**src/rtl/hazard_scoreboard.sv**
```systemverilog
// Hazard scoreboard: owns the EX..W destination-tag pipe and derives EX forwarding selects, decode stalls and fetch enables.
// Latency: every control output is combinational from registered tags plus current D/EX inputs; tags advance one entry per edge.
// Backpressure: MemStall freezes both pipes; a load-use or writeback-read hazard holds IF/ID and drops a bubble into EX.
module hazard_scoreboard #(
  parameter int NFWD     = 3,
  parameter int LOAD_RDY = 3,
  parameter int RF_WT    = 0,
  parameter int ZERO_REG = 1,
  parameter int AW       = 5,
  parameter int FWW      = $clog2(NFWD + 1),
  parameter int CNTW     = 16
) (
  input  logic            CLK,
  input  logic            RSTN,
  input  logic [AW-1:0]   RA0_D,
  input  logic [AW-1:0]   RA1_D,
  input  logic            RS1Used_D,
  input  logic            RS2Used_D,
  input  logic [AW-1:0]   WA_D,
  input  logic            WEN_D,
  input  logic            Load_D,
  input  logic            Jump,
  input  logic            Branch,
  input  logic            Taken,
  input  logic            MemStall,
  output logic            PCWrite,
  output logic            IMRead,
  output logic            FDWrite,
  output logic            DEFlush,
  output logic [FWW-1:0]  FW1,
  output logic [FWW-1:0]  FW2,
  output logic [CNTW-1:0] StallCnt
);

  // Tag pipe: entry 0 is EX, entry NFWD is writeback
  logic [NFWD:0]         vld_q, vld_d;
  logic [NFWD:0]         load_q, load_d;
  logic [NFWD:0][AW-1:0] addr_q, addr_d;

  // Source operands of the instruction currently in EX
  logic [AW-1:0]   ra0_e_q, ra0_e_d;
  logic [AW-1:0]   ra1_e_q, ra1_e_d;
  logic            rs1u_e_q, rs1u_e_d;
  logic            rs2u_e_q, rs2u_e_d;
  logic [CNTW-1:0] cnt_q, cnt_d;

  logic [NFWD:0] hit0_d, hit1_d;
  logic [NFWD:1] hit0_e, hit1_e;
  logic          lu_stall, wb_stall, hs, redirect;
  logic [FWW-1:0] fw1, fw2;

  // Hard-wired r0 never produces a match when ZERO_REG is set
  function automatic logic addr_ok(input logic [AW-1:0] r);
    return (ZERO_REG == 0) || (r != '0);
  endfunction

  // Which entries write each decode source and each EX source
  always_comb begin
    hit0_d = '0;
    hit1_d = '0;
    hit0_e = '0;
    hit1_e = '0;
    for (int k = 0; k <= NFWD; k++) begin
      hit0_d[k] = vld_q[k] && (addr_q[k] == RA0_D) && addr_ok(RA0_D);
      hit1_d[k] = vld_q[k] && (addr_q[k] == RA1_D) && addr_ok(RA1_D);
    end
    for (int k = 1; k <= NFWD; k++) begin
      hit0_e[k] = vld_q[k] && (addr_q[k] == ra0_e_q) && addr_ok(ra0_e_q);
      hit1_e[k] = vld_q[k] && (addr_q[k] == ra1_e_q) && addr_ok(ra1_e_q);
    end
  end

  // Decode-stage stall: load data not yet forwardable, or reading a value still in W without write-through
  always_comb begin
    lu_stall = 1'b0;
    for (int k = 0; k <= NFWD; k++) begin
      if (load_q[k] && (k + 1 < LOAD_RDY) &&
          ((RS1Used_D && hit0_d[k]) || (RS2Used_D && hit1_d[k])))
        lu_stall = 1'b1;
    end
    wb_stall = (RF_WT == 0) &&
               ((RS1Used_D && hit0_d[NFWD]) || (RS2Used_D && hit1_d[NFWD]));
  end

  assign hs       = (lu_stall || wb_stall) && !MemStall;
  assign redirect = Jump || (Branch && Taken);

  // Forwarding select: scan oldest to youngest so the youngest matching stage wins
  always_comb begin
    fw1 = '0;
    fw2 = '0;
    for (int k = NFWD; k >= 1; k--) begin
      if (rs1u_e_q && hit0_e[k]) fw1 = FWW'(k);
      if (rs2u_e_q && hit1_e[k]) fw2 = FWW'(k);
    end
  end

  // Next state: freeze on MemStall, bubble on hazard, otherwise capture decode and shift
  always_comb begin
    vld_d    = vld_q;
    load_d   = load_q;
    addr_d   = addr_q;
    ra0_e_d  = ra0_e_q;
    ra1_e_d  = ra1_e_q;
    rs1u_e_d = rs1u_e_q;
    rs2u_e_d = rs2u_e_q;
    cnt_d    = cnt_q;
    if (!MemStall) begin
      for (int k = 1; k <= NFWD; k++) begin
        vld_d[k]  = vld_q[k-1];
        load_d[k] = load_q[k-1];
        addr_d[k] = addr_q[k-1];
      end
      if (hs) begin
        vld_d[0]  = 1'b0;
        load_d[0] = 1'b0;
        addr_d[0] = '0;
        rs1u_e_d  = 1'b0;
        rs2u_e_d  = 1'b0;
        if (cnt_q != '1) cnt_d = cnt_q + CNTW'(1);
      end else begin
        vld_d[0]  = ~WEN_D;
        load_d[0] = Load_D;
        addr_d[0] = WA_D;
        ra0_e_d   = RA0_D;
        ra1_e_d   = RA1_D;
        rs1u_e_d  = RS1Used_D;
        rs2u_e_d  = RS2Used_D;
      end
    end
  end

  // State registers; reset clears every tag and the counter at once
  always_ff @(posedge CLK or negedge RSTN) begin
    if (!RSTN) begin
      vld_q    <= '0;
      load_q   <= '0;
      addr_q   <= '0;
      ra0_e_q  <= '0;
      ra1_e_q  <= '0;
      rs1u_e_q <= 1'b0;
      rs2u_e_q <= 1'b0;
      cnt_q    <= '0;
    end else begin
      vld_q    <= vld_d;
      load_q   <= load_d;
      addr_q   <= addr_d;
      ra0_e_q  <= ra0_e_d;
      ra1_e_q  <= ra1_e_d;
      rs1u_e_q <= rs1u_e_d;
      rs2u_e_q <= rs2u_e_d;
      cnt_q    <= cnt_d;
    end
  end

  assign PCWrite  = !MemStall && !hs;
  assign FDWrite  = !MemStall && !hs;
  assign IMRead   = !MemStall && !hs && !redirect;
  assign DEFlush  = hs;
  assign FW1      = fw1;
  assign FW2      = fw2;
  assign StallCnt = cnt_q;

endmodule

```
**config.mk**
```make
export PLATFORM = sky130hd
export DESIGN_NAME = hazard_scoreboard
export DESIGN_NICKNAME = d
export VERILOG_FILES = /design/src/rtl/hazard_scoreboard.sv
export SDC_FILE = /design/constraint.sdc
export NUM_CORES = 1
export LEC_CHECK = 0
export BUFFER_PORTS_ARGS = -buffer_cell sky130_fd_sc_hd__buf_2
export CAP_MARGIN = 20
export CELL_PAD_IN_SITES_DETAIL_PLACEMENT = 0
export CELL_PAD_IN_SITES_GLOBAL_PLACEMENT = 1
export CORE_ASPECT_RATIO = 1.2
export CORE_MARGIN = 8
export CORE_UTILIZATION = 40
export CTS_BUF_LIST = sky130_fd_sc_hd__clkbuf_16
export DETAILED_ROUTE_END_ITERATION = 8
export PLACE_DENSITY_LB_ADDON = 0.1
export SLEW_MARGIN = 5
export SYNTH_ARGS = -nofsm -noshare
export SYNTH_HDL_FRONTEND = slang
export SYNTH_SLANG_ARGS = --single-unit
```
**constraint.sdc**
```tcl
create_clock -name CLK -period 2.21 [get_ports CLK]
set_input_delay 0.442 -clock CLK [delete_from_list [all_inputs] [get_ports CLK]]
set_output_delay 0.442 -clock CLK [all_outputs]
set_load 0.05 [all_outputs]
```
Word-level counts from Yosys, hierarchy flattened. Index checks and enable logic that the tools add are counted.

Bits of input ports: 25. Register bits: 54. Output and inout bits: 24.

Bitwise logic cells: 3. Equal/unequal tests: 13. Reductions and logical operators: 56. Add/sub/neg operators: 1. Muxes and demuxes: 13.

Operator list (count): == test 5 bit (12); logical AND 1 bit (42); nonzero test 5 bit (4); adder 16 x 1 -> 16 bit (second input constant) (1); inequality test 16 bit (second input constant) (1); two-way mux 2 bit (6); two-way mux 1 bit (6); logical OR 1 bit (5); two-way mux 5 bit (1); logical NOT 1 bit (3); inverter 1 bit (3); AND reduction 3 bit (1); AND reduction 2 bit (1).

Depth between registers and ports, before layout.
Depth after elaboration: 13. Gate-level depth with buffers: 9. Depth with buffers taken out: 8.

Worst setup path before layout. No wires, ideal clock.

Path type: input to output. Start point: input port RA0_D[0]. End point: output port IMRead. Cell stages on the path: 5. Slack: -1.496 ns. Path buffers: 0. Arrival time: 3.264 ns. Data required time: 1.768 ns. Cell sequence: or4_1 > o21a_1 > a22oi_1 > o21ai_2 > a2111oi_1.

Cells in the longest elaborated chain, start to end: 13. Elaborated cells on any way between the ends: 25.

RTL lines: from (decl) (RTL line 15) `input logic [AW-1:0] RA0_D,`; == test 5 bit (RTL line 64) `hit0_d[k] = vld_q[k] && (addr_q[k] == RA0_D) && addr_ok(RA0_D);`; logical AND 1 bit (2 in a row) (RTL line 64); logical AND 1 bit (RTL line 78) `((RS1Used_D && hit0_d[k]) || (RS2Used_D && hit1_d[k])))`; logical OR 1 bit (RTL line 78); logical AND 1 bit (RTL line 77) `if (load_q[k] && (k + 1 < LOAD_RDY) &&`; two-way mux 1 bit (2 in a row) (RTL line 77); logical OR 1 bit * (RTL line 85) `assign hs = (lu_stall || wb_stall) && !MemStall;`; logical AND 1 bit * (RTL line 85); logical NOT 1 bit * (RTL line 158) `assign IMRead = !MemStall && !hs && !redirect;`; logical AND 1 bit * (2 in a row) (RTL line 158); to (decl) (RTL line 27) `output logic IMRead,`.

Every way passes the cells marked *; elsewhere a longest branch is shown, timed or not.

Final worst setup path.
Start point: input port RA1_D[1]. End point: output port IMRead.

Cells in the longest elaborated chain, start to end: 13. Elaborated cells on any way between the ends: 25.

RTL lines: from (decl) (RTL line 16) `input logic [AW-1:0] RA1_D,`; == test 5 bit (RTL line 65) `hit1_d[k] = vld_q[k] && (addr_q[k] == RA1_D) && addr_ok(RA1_D);`; logical AND 1 bit (2 in a row) (RTL line 65); logical AND 1 bit (RTL line 78); logical OR 1 bit (RTL line 78); logical AND 1 bit (RTL line 77); two-way mux 1 bit (2 in a row) (RTL line 77); logical OR 1 bit * (RTL line 85); logical AND 1 bit * (RTL line 85); logical NOT 1 bit * (RTL line 158); logical AND 1 bit * (2 in a row) (RTL line 158).

Marked as above.

==> results.ini <==
[outcome]
status = complete, but fails checks
failed_checks = setup timing

[min_path]
holdCritPathClass = in2async

[synth]
syn_area_sq_mm = 0.00312
synth_area_leaders = dfrtp_1 43%, xnor2_1 15%, mux2_2 7.6%, xor2_1 5.9%, mux2_4 4.3%
syn-num-nets = 320
synth_top_area_share_pct = 43.3
yosys.area.top_type = dfrtp_1
synth-edff-count = 0
yosysUniqueCellTypes = 36
synth_commonest_cells = 54 x dfrtp_1, 54 x xnor2_1, 22 x nand2_1
yosysSeqAreaShare_pct = 43.3
ys_ff_latch = 54
syn_inst = 294
async_reset_ff_share_pct = 100
synthFlopType = dfrtp_1
syn_area_per_cell_sq_um = 10.6
yosysWarnings = 0

[route]
ant_nets = 0
drtIter0Drc = 85
drc = 0
via_per_inst = 5.03
wl_per_cell_microns = 17.1
dr.pass1.iters = 6
num_vias = 2393
drt-total-wl_mm = 8.16

[global_routing]
grt_max_degree = 27
overflow = 0
first_global_vias = 2593
track_usage_pct = 15.2
grt_pass1_wl_mm = 13.5
antenna_found_initial = 0

[layout]
drive_above_1_share_pct = 41.7
antenna_cells = 0
final_util_pct = 54.8
final_net_count = 409
area_delta_synth_final_pct = 33.6

[clock_tree]
cts.htree.levels = 2
clk_path_buf_depth = 2
clock_latency_ns = 0.29
cts_buffers = 5
path_clk_slew_ns = 0.07
ctsRootBufferMaster = clkbuf_16
cts_sinks = 54
cts_tree = built

[timing]
tightest_slew_ns = 0.595
fin_ws_ns = -0.375
slew_headroom_pct = 60.3
fmax_ghz = 0.387
fin_crit_sh_pct = 117
finalHoldViolCount = 0
skew_ns = 0.00436
setup_violations = 18
period_minus_slack_ns = 2.58
slew_violations = 0
rsz0062_at_grt = yes

[die]
coreArea_sq_mm = 0.00762
core.rowCount = 35
die_h_microns = 113
initial_core_util_pct = 41.0
dieArea_sq_mm = 0.0109
fp.dieW_microns = 96.7
pin_count = 49

[pwr]
p_int_w = 0.00206
vdd_drop_max_mv = 0.445
seqPwrFrac_pct = 42.2
p_leak_nw = 1.86
p_comb_share_pct = 32.0
power_density_mw_per_mm2 = 736
p_sw_share_pct = 33.0
power.clock.fraction_pct = 25.7
switchingPower_w = 0.00102

[critical_path]
cp_cell_sequence = buf_6 > or4_1 > o21a_1 > nand4_1 > o31a_1 > o21ai_4 > a2111oi_4 > buf_6
critPathRequiredTime_ns = 1.77
crit_slowest_cell = or4_1
critPathMaxStageDelay_ns = 0.52
cp-start-kind = input pin
critPathMaxFanout = 4
worstSetupPathType = in2out
worstPathArrival_ns = 2.14
crit_top_cell = buf_6
worst_setup_path_end_kind = primary output

[placement]
numPortBuffers = 48
place.gp.congestion = 0.815
dpl_worst_slack_ns = -0.471
dp_hpwl_mm = 6.44

[flow_run]
maxCapViolations = 0

-- layout by cell type, fill, tap and decap left out, types with 2 or more instances in the layout --
master,synthesis,layout
and2_1,3,3
and3_1,5,5
buf_2,2,39
buf_4,1,45
buf_6,0,14
buf_8,0,4
clkbuf_16,0,5
dfrtp_1,54,51
dfrtp_2,0,3
mux2_2,21,20
mux2_4,9,10
nand2_1,22,22
nand2b_1,8,8
nand3_1,12,11
nand4_1,14,14
nor2_1,6,5
nor2b_4,0,2
nor4_1,6,4
nor4_2,0,2
o21a_1,3,3
o21ai_0,8,4
o21ai_1,5,7
o21ai_4,0,2
o22ai_1,2,2
or4_1,4,2
or4_4,0,2
xnor2_1,54,54
xor2_1,21,21
-- state kept, by name, summed over array words and instances, names as in the netlist --
| register | flops |
|---|---|
| addr_q | 20 |
| StallCnt | 16 |
| ra0_e_q | 5 |
| ra1_e_q | 5 |
| vld_q | 4 |
| load_q | 2 |
| rs1u_e_q | 1 |
| rs2u_e_q | 1 |
-- power by group through the flow --
stage	combinational (W)	clock, W	sequential [W]
floorplan	0.000569	0	0.00130
global placement	0.000887	0	0.00131
detailed placement	0.000899	0	0.00131
CTS	0.000980	0.000811	0.00130
global route	0.00107	0.000846	0.00132
finish	0.000984	0.000790	0.00130
-- layer usage --
layer | vias to the layer above | track usage, % | share of wire [%]
li1 | 1190 | - | -
met1 | 1157 | 18.3 | 45
met2 | 40 | 26.5 | 51
met3 | 6 | 2.68 | 3.7
met4 | 0 | 4.93 | 1.1
met5 | - | 0 | 0
-- cell families after synthesis --
group                    Yosys count  share of synthesized area (%)
flip-flops                        54                           43.3
adder cells (fa/ha/maj)            1                          0.401
multiplexers                      30                           11.9
AO/OA/AOI/OAI                     24                           4.81
buffers and inverters             22                           3.37
AND/OR/NAND/NOR                   88                           15.2
XOR/XNOR                          75                           21.0
-- area by class of cell --
class                      count  area [sq um]
clock buffer                   5           125
sequential                    54          1360
clock inverter                 3          21.3
fill                         722          3450
tap                           92           115
inverter                       1          3.75
multi-input combinational    218          1770
timing repair buffer         103           778
-- metrics by stage --
step                      instances  power [W]  setup TNS (ns)  hold WS, ns  instance area [sq um]
after floorplan                 294    0.00187           -1.19        0.146                   3170
after global routing            476    0.00324           -5.25        0.201                   4170
after CTS                       475    0.00309           -3.76        0.176                   4140
after global placement          461    0.00219           -7.28        0.475                   3770
final                           476    0.00307           -3.77        0.153                   4170
after detailed placement        461    0.00221           -8.05        0.482                   3770
-- repair_timing --
action,CTS,global route
hold endpoints to repair,0,0
setup endpoints to repair,18,20
gates resized for setup,43,9
hold buffers,0,0
pin swaps,12,4
gates cloned,1,0
buffers inserted,5,1
-- worst max-delay path: cells and delay by family --
kind                   cells  cell delay (ns)
AO/OA/AOI/OAI              4             0.80
AND/OR/NAND/NOR            2             0.60
buffers and inverters      2             0.31
-- worst paths after layout --
kind	from	end	slack [ns]	cells past startpoint
max	RA1_D[1]	IMRead	-0.37	8
min	RSTN	StallCnt[15]	0.15	1
max reg2reg	addr_q[15]	ra1_e_q[2]	-0.10	11
min reg2reg	StallCnt[8]	StallCnt[8]	0.49	1
max in group asynchronous	RSTN	ra0_e_q[2]	1.37	2
min in group CLK	WEN_D	vld_q[0]	0.33	2
(Power assumes the default switching activity.)
